<file path="src/rtl/rs_result_axis_packer.sv">
// rs_result_axis_packer: serializes decoded RS packets into 3-beat
// 64-bit AXI-Stream packets, one zero-extended symbol per byte.
// Ports: pkt_* decoder input (no backpressure), m_axis_* stream out,
// pkt_drop/drop_cnt overflow reporting, busy while any slot is held.
module rs_result_axis_packer #(
  parameter int SYM_BITS = 5,
  parameter int N_SYM    = 21,
  parameter int ERR_BITS = 3,
  parameter int CNT_BITS = 8
) (
  input  logic                      m_axis_aclk,
  input  logic                      m_axis_aresetn,
  input  logic                      pkt_vld,
  input  logic [N_SYM*SYM_BITS-1:0] pkt_dta,
  input  logic                      pkt_new,
  input  logic [ERR_BITS-1:0]       pkt_errors,
  output logic [63:0]               m_axis_tdata,
  output logic [7:0]                m_axis_tkeep,
  output logic                      m_axis_tlast,
  input  logic                      m_axis_tready,
  output logic                      m_axis_tvalid,
  output logic                      pkt_drop,
  output logic [CNT_BITS-1:0]       drop_cnt,
  output logic                      busy
);

  localparam int DW = N_SYM * SYM_BITS;

  typedef enum logic [1:0] {
    IDLE, BEAT0, BEAT1, BEAT2
  } state_t;

  typedef struct packed {
    logic [DW-1:0]       dta;
    logic                nw;
    logic [ERR_BITS-1:0] err;
  } slot_t;

  function automatic logic [7:0] sym(
    input logic [DW-1:0] d,
    input int            i
  );
    logic [7:0] b;
    b = '0;
    b[SYM_BITS-1:0] = d[i*SYM_BITS +: SYM_BITS];
    return b;
  endfunction

  state_t state_q, state_d;
  slot_t  act_q, act_d;
  slot_t  pnd_q, pnd_d;
  slot_t  in_s;
  logic   pnd_vld_q, pnd_vld_d;
  logic   drop_d;
  logic   hs, last_hs;

  logic [63:0] tdata_d;
  logic [7:0]  tkeep_d;
  logic        tlast_d;

  assign in_s    = {pkt_dta, pkt_new, pkt_errors};
  assign hs      = m_axis_tvalid && m_axis_tready;
  assign last_hs = hs && (state_q == BEAT2);

  always_ff @(posedge m_axis_aclk or negedge m_axis_aresetn) begin
    if (!m_axis_aresetn) begin
      state_q   <= IDLE;
      act_q     <= '0;
      pnd_q     <= '0;
      pnd_vld_q <= 1'b0;
    end else begin
      state_q   <= state_d;
      act_q     <= act_d;
      pnd_q     <= pnd_d;
      pnd_vld_q <= pnd_vld_d;
    end
  end

  always_comb begin
    state_d = state_q;
    unique case (state_q)
      IDLE:  if (pkt_vld) state_d = BEAT0;
      BEAT0: if (hs) state_d = BEAT1;
      BEAT1: if (hs) state_d = BEAT2;
      BEAT2: begin
        if (hs) begin
          state_d = (pnd_vld_q || pkt_vld) ? BEAT0 : IDLE;
        end
      end
      default: state_d = IDLE;
    endcase
  end

  // Slot bookkeeping. The active slot only changes when idle or on the
  // final handshake, so beat contents hold still across stalls.
  always_comb begin
    act_d     = act_q;
    pnd_d     = pnd_q;
    pnd_vld_d = pnd_vld_q;
    drop_d    = 1'b0;
    if (state_q == IDLE) begin
      if (pkt_vld) act_d = in_s;
    end else if (last_hs) begin
      if (pnd_vld_q) begin
        act_d     = pnd_q;
        pnd_vld_d = pkt_vld;
        if (pkt_vld) pnd_d = in_s;
      end else if (pkt_vld) begin
        act_d = in_s;
      end
    end else if (pkt_vld) begin
      if (!pnd_vld_q) begin
        pnd_vld_d = 1'b1;
        pnd_d     = in_s;
      end else begin
        drop_d = 1'b1;
      end
    end
  end

  // Beat contents are built from next state/slot and then registered.
  always_comb begin
    tdata_d = '0;
    tkeep_d = '0;
    tlast_d = 1'b0;
    unique case (state_d)
      BEAT0: begin
        for (int k = 0; k < 8; k++)
          tdata_d[8*k +: 8] = sym(act_d.dta, k);
        tkeep_d = 8'hFF;
      end
      BEAT1: begin
        for (int k = 0; k < 8; k++)
          tdata_d[8*k +: 8] = sym(act_d.dta, k + 8);
        tkeep_d = 8'hFF;
      end
      BEAT2: begin
        for (int k = 0; k < 5; k++)
          tdata_d[8*k +: 8] = sym(act_d.dta, k + 16);
        tdata_d[40 +: ERR_BITS] = act_d.err;
        tdata_d[48]             = act_d.nw;
        tkeep_d = 8'h7F;
        tlast_d = 1'b1;
      end
      default: ;
    endcase
  end

  always_ff @(posedge m_axis_aclk or negedge m_axis_aresetn) begin
    if (!m_axis_aresetn) begin
      m_axis_tvalid <= 1'b0;
      m_axis_tdata  <= '0;
      m_axis_tkeep  <= '0;
      m_axis_tlast  <= 1'b0;
      pkt_drop      <= 1'b0;
      drop_cnt      <= '0;
      busy          <= 1'b0;
    end else begin
      m_axis_tvalid <= (state_d != IDLE);
      m_axis_tdata  <= tdata_d;
      m_axis_tkeep  <= tkeep_d;
      m_axis_tlast  <= tlast_d;
      pkt_drop      <= drop_d;
      busy          <= (state_d != IDLE) || pnd_vld_d;
      if (drop_d && (drop_cnt != {CNT_BITS{1'b1}}))
        drop_cnt <= drop_cnt + 1'b1;
    end
  end

endmodule

</file>
<file path="config.mk">
export PLATFORM = sky130hd
export DESIGN_NAME = rs_result_axis_packer
export DESIGN_NICKNAME = d
export VERILOG_FILES = /design/src/rtl/rs_result_axis_packer.sv
export SDC_FILE = /design/constraint.sdc
export NUM_CORES = 1
export LEC_CHECK = 0
export ABC_AREA = 0
export CAP_MARGIN = 15
export CORE_MARGIN = 3
export CORE_UTILIZATION = 42
export DETAILED_ROUTE_END_ITERATION = 8
export GPL_ROUTABILITY_DRIVEN = 0
export PLACE_DENSITY = 0.73
export RECOVER_POWER = 100
export SYNTH_ARGS = -nofsm -noshare
export SYNTH_HDL_FRONTEND = slang
export SYNTH_SLANG_ARGS = --single-unit
</file>
<file path="constraint.sdc">
create_clock -name m_axis_aclk -period 4.2 [get_ports m_axis_aclk]
set_input_delay 0.84 -clock m_axis_aclk [delete_from_list [all_inputs] [get_ports m_axis_aclk]]
set_output_delay 0.84 -clock m_axis_aclk [all_outputs]
set_load 0.02 [all_outputs]
</file>
# After elaboration in Yosys (flattened, before gate mapping)
# Index checks and enable logic that the tools add are counted.
# op_classes
add_sub_neg	1
n_eq_ne	10
mux	29
n_bitwise	1
reduce_logical	10
# ops
cell	n
two-way mux 109 bit	9
case mux 43 bit (3 select lines)	1
case mux 12 bit (2 select lines)	1
case mux 8 bit (2 select lines)	1
two-way mux 1 bit	10
adder 8 x 1 -> 8 bit (second input constant)	1
equality test 2 bit (second input constant)	4
two-way mux 2 bit	4
inequality test 8 bit (second input constant)	1
case mux 2 bit (4 select lines)	1
AND reduction 5 bit	1
equality test 2 x 1 -> 1 bit (second input constant)	2
inequality test 2 bit (second input constant)	2
case mux 2 bit (2 select lines)	1
nonzero test 2 bit	2
logical AND 1 bit	3
case mux 1 bit (3 select lines)	1
zero test 2 bit	1
logical OR 1 bit	2
inequality test 2 x 1 -> 1 bit (second input constant)	1
OR reduction 2 bit	1
NOT 1 bit	1
# totals
reg_bits	305
output_inout_bits	84
wordCells	66

# Depth between registers and ports, before layout
# logic_depth
depth_word	7
ltp_mapped	10

# Worst setup path after synthesis
# OpenSTA, ideal clock, no wires.
# synth_path
path_kind	input -> register
startpoint	input m_axis_tready
endpoint	register pnd_q[100] (netlist bit)
arrival_time_ns	2.427
slack_ns	1.648
path_stages	10
n_path_buf	6
path_cell_list	buf_2 -> and4_4 -> buf_6 -> and2_1 -> buf_2 -> o211ai_2 -> buf_6 -> buf_6 -> buf_8 -> mux2_4
# synth_via
elab_chain_cells	4
# synth_rtl
element	line_no	rtl
start, declared	20	input logic m_axis_tready,
logical AND 1 bit (*)	62	assign hs = m_axis_tvalid && m_axis_tready;
logical AND 1 bit (*)	63	assign last_hs = hs && (state_q == BEAT2);
inequality test 2 x 1 -> 1 bit (no source line), or another cell as far along	--	
AND reduction 5 bit (no source line)	--	
end signal, assigned	74	pnd_q <= pnd_d;
end, declared	51	slot_t pnd_q, pnd_d;
# Mark *: on every way between the ends. The rest lies on a longest branch, timed or not.
# A chain may end at the register's enable or synchronous reset.

==> impl_metrics.env <==
export IMPL_total_power_mw=12.6
export IMPL_postRouteWirelength_mm=35.0
export IMPL_synth_cell_types=39
export IMPL_required_time_worst_endpoint_ns=4.58
export IMPL_finalSetupTns_ns=0
export IMPL_num_rows=64
export IMPL_num_fill_cells=2678
export IMPL_multi_input_area_sq_um=5890
export IMPL_initial_utilization_pct=43.2
export IMPL_r2r_setup_slack_ns=1.02
export IMPL_grt_pass1_vias=9575
export IMPL_regToRegEndpoint="pnd_q[63]"
export IMPL_ys_ff_latch=274
export IMPL_critical_path_endpoint_type="flip-flop"
export IMPL_rsz0062_at_grt="false"
export IMPL_placeableCoreArea_sq_um=31100
export IMPL_hold_path_depth=1
export IMPL_chipHeight_um=185
export IMPL_routed_via_density=5.78
export IMPL_power_leakage_nw=6.98
export IMPL_tightestPinTransition_ns=2.59
export IMPL_port_buffer_count=172
export IMPL_critical_setup_path_kind="in2reg"
export IMPL_antennaDiodeCount=0
export IMPL_timing_final_max_slew_violations=99
export IMPL_share_clk_of_total_power_pct=19.7
export IMPL_total_clock_buffers_created_by_cts=29
export IMPL_synth_seq_area_share_pct=51.1
export IMPL_final_setup_violation_count=0
export IMPL_clk_pin_slew_ns=0.06
export IMPL_min_from="pnd_q[82]"
export IMPL_vias=9751
export IMPL_layout_commonest_cell="dfrtp_1"
export IMPL_final_min_clock_period_ns=3.33
export IMPL_fin_nets=1384
export IMPL_crit_fanout=58
export IMPL_result_of_the_run="finished with violations"
export IMPL_cts_resized=0
export IMPL_power_density_nw_per_um2=780
export IMPL_r2r_start="state_q[1]"
export IMPL_place_area_sq_um=15300
export IMPL_avgRoutedWirePerCell_um=20.7
export IMPL_min_delay_path_class="reg2reg"
export IMPL_post_synthesis_cell_area_sq_um=13400
export IMPL_hold_buffers=0
export IMPL_antenna_violating_nets_post_route=0
export IMPL_violations="capacitance limit, slew limit"
export IMPL_synthArstFlopShare_pct=100
export IMPL_synthCells=1152
export IMPL_tritoncts="done"
export IMPL_clockBufferDepth=3
export IMPL_post_route_cell_area_sq_um=16100
export IMPL_grt_first_pass_wirelength_mm=55.4
export IMPL_share_seq_of_total_power_pct=38.4
export IMPL_final_seq_area_sq_um=6860
export IMPL_grt_remaining_overflow=0
export IMPL_timing_critical_path_from_type="primary input"
export IMPL_ios=197
export IMPL_drive_above_1_share_pct=14.5
export IMPL_dr_first_iter_drc_count=838
export IMPL_die_w_um=185
export IMPL_synth_edff_count=0
export IMPL_combPwrFrac_pct=41.9
export IMPL_drc_errors=0
export IMPL_fmax_mhz=301
export IMPL_fp_dieArea_sq_um=34100
export IMPL_vdd_drop_max_mv=0.479
export IMPL_timing_hold_violations_final=0
export IMPL_synth_ff_type="dfrtp_1"
export IMPL_internal_power_mw=7.95
export IMPL_layout_worst_path_cycle_share_pct=79.2
export IMPL_cap_viol_max_count=1
export IMPL_cts_repair_timing_setup_buffer_count=0
export IMPL_ff2ff_path_depth=6
export IMPL_drt_pass1_iter_count=6
export IMPL_antenna_found_initial=1
export IMPL_data_arrival_time_at_the_worst_slack_endpoint_ns=3.70
export IMPL_avgSynthCellArea_sq_um=11.6
export IMPL_p_sw_mw=4.64
export IMPL_clock_insertion_delay_worst_skew_ns=0.54
export IMPL_yosysWarnings=0
export IMPL_dpl_hpwl_mm=22.8
export IMPL_worst_slew_margin_relative_to_its_limit_pct=-72.6
export IMPL_synthToLayoutAreaGrowth_pct=20.3
export IMPL_holdPathEnd="pnd_q[82]"
export IMPL_clkSinkCount=274
export IMPL_cts_htree_levels=1
export IMPL_stdcell_count=1686
export IMPL_timing_clock_skew_ns=0.0134
export IMPL_global_route_usage_total_pct=20.2
export IMPL_placed_cells=1634
export IMPL_layout_common_cells="273 x dfrtp_1, 160 x mux2i_1, 109 x a22oi_1, 109 x clkdlybuf4s50_1, 100 x mux2_2"
export IMPL_swShare_pct=36.9
export IMPL_cts_root_buffer="clkbuf_16"
export IMPL_maximum_number_of_pins_on_one_net_before_global_route_repair=100
## area by class of cell
cell class,count,share of cell area [%]
Multi-Input combinational cell,762,36.5
Sequential cell,274,42.5
Tap cell,396,3.07
Inverter,2,0.0465
Clock buffer,43,5.32
Timing Repair Buffer,201,12.1
Clock inverter,8,0.442
## per-layer routing
| layer | part of all wire [%] | global-route usage (%) | wire [um] | vias to the layer above |
|---|---|---|---|---|
| met5 | 0.037 | 0 | 13 | - |
| met4 | 2.5 | 5.52 | 884 | 2 |
| met3 | 6.1 | 3.57 | 2140 | 55 |
| met2 | 44 | 29.3 | 15300 | 296 |
| met1 | 47 | 31.1 | 16600 | 4960 |
| li1 | - | - | - | 4438 |
## cells in the mapped netlist (all sizes together) (5+ instances only)
library cell / instances / area (sq um)
nand2: 81 / 304
a221o: 25 / 250
a21bo: 5 / 50.1
o22ai: 59 / 369
nand3: 31 / 155
mux2: 110 / 1280
nand2b: 52 / 325
a22oi: 109 / 818
a22o: 12 / 105
buf: 76 / 503
o21ai: 27 / 139
clkbuf: 61 / 229
mux2i: 160 / 1600
xor2: 6 / 52.6
a21oi: 26 / 130
dfrtp: 274 / 6860
nor2: 8 / 30.0
## power by group through the flow
stage / combinational (mW) / sequential, mW / clock, mW
after floorplan: 3.73 / 4.81 / 0
after global routing: 5.78 / 5.00 / 2.64
final: 5.28 / 4.84 / 2.48
after detailed placement: 5.39 / 4.87 / 0
after global placement: 5.22 / 4.81 / 0
after CTS: 5.41 / 4.84 / 2.53
## stage by stage
stage | hold slack [ns] | setup slack (ns) | util [%]
3_3_place_gp | 0.478 | 0.839 | 49.1
2_1_floorplan | 0.470 | 1.65 | -
6_report | 0.495 | 0.873 | 51.9
5_1_grt | 0.502 | 0.661 | 51.9
3_5_place_dp | 0.484 | 0.823 | 49.1
4_1_cts | 0.383 | 1.37 | 52.1
## how the worst max path moves through the flow
stage,startpoint,to,slack (ns)
final,m_axis_tready,act_q[65],0.87
after global routing,m_axis_aresetn,act_q[6],0.66
after CTS,m_axis_tready,m_axis_tdata[50],1.37
after detailed placement,m_axis_tready,m_axis_tdata[50],0.82
after global placement,m_axis_tready,m_axis_tdata[60],0.84
after floorplan,m_axis_tready,pnd_q[100],1.65
## critical path: stages
cell	delay, ns
dlygate4sd3_1	0.64
nand4_1	0.25
clkbuf_1	0.87
nor2_1	0.18
nor2_4	0.12
buf_4	0.57
o22ai_1	0.20
## flip-flops by register name, indices dropped and copies added, names as in the netlist
name          cells
drop_cnt          8
pnd_vld_q         1
m_axis_tdata     40
pnd_q           109
m_axis_tlast      1
state_q           2
act_q           109
pkt_drop          1
m_axis_tkeep      2
busy              1
## kinds of logic after synthesis
kind of cell               after synthesis  share of synthesized area [%]
DFF                                    274                           51.1
AOI/OAI and AO/OA                      271                           14.4
adders and majority gates                1                         0.0932
muxes                                  270                           21.4
buffers and inverters                  139                           5.51
and+or+nand+nor                        187                           6.81
xor gates and xnor gates                 9                          0.588
other                                    1                         0.0280
(Power assumes the default switching activity.)
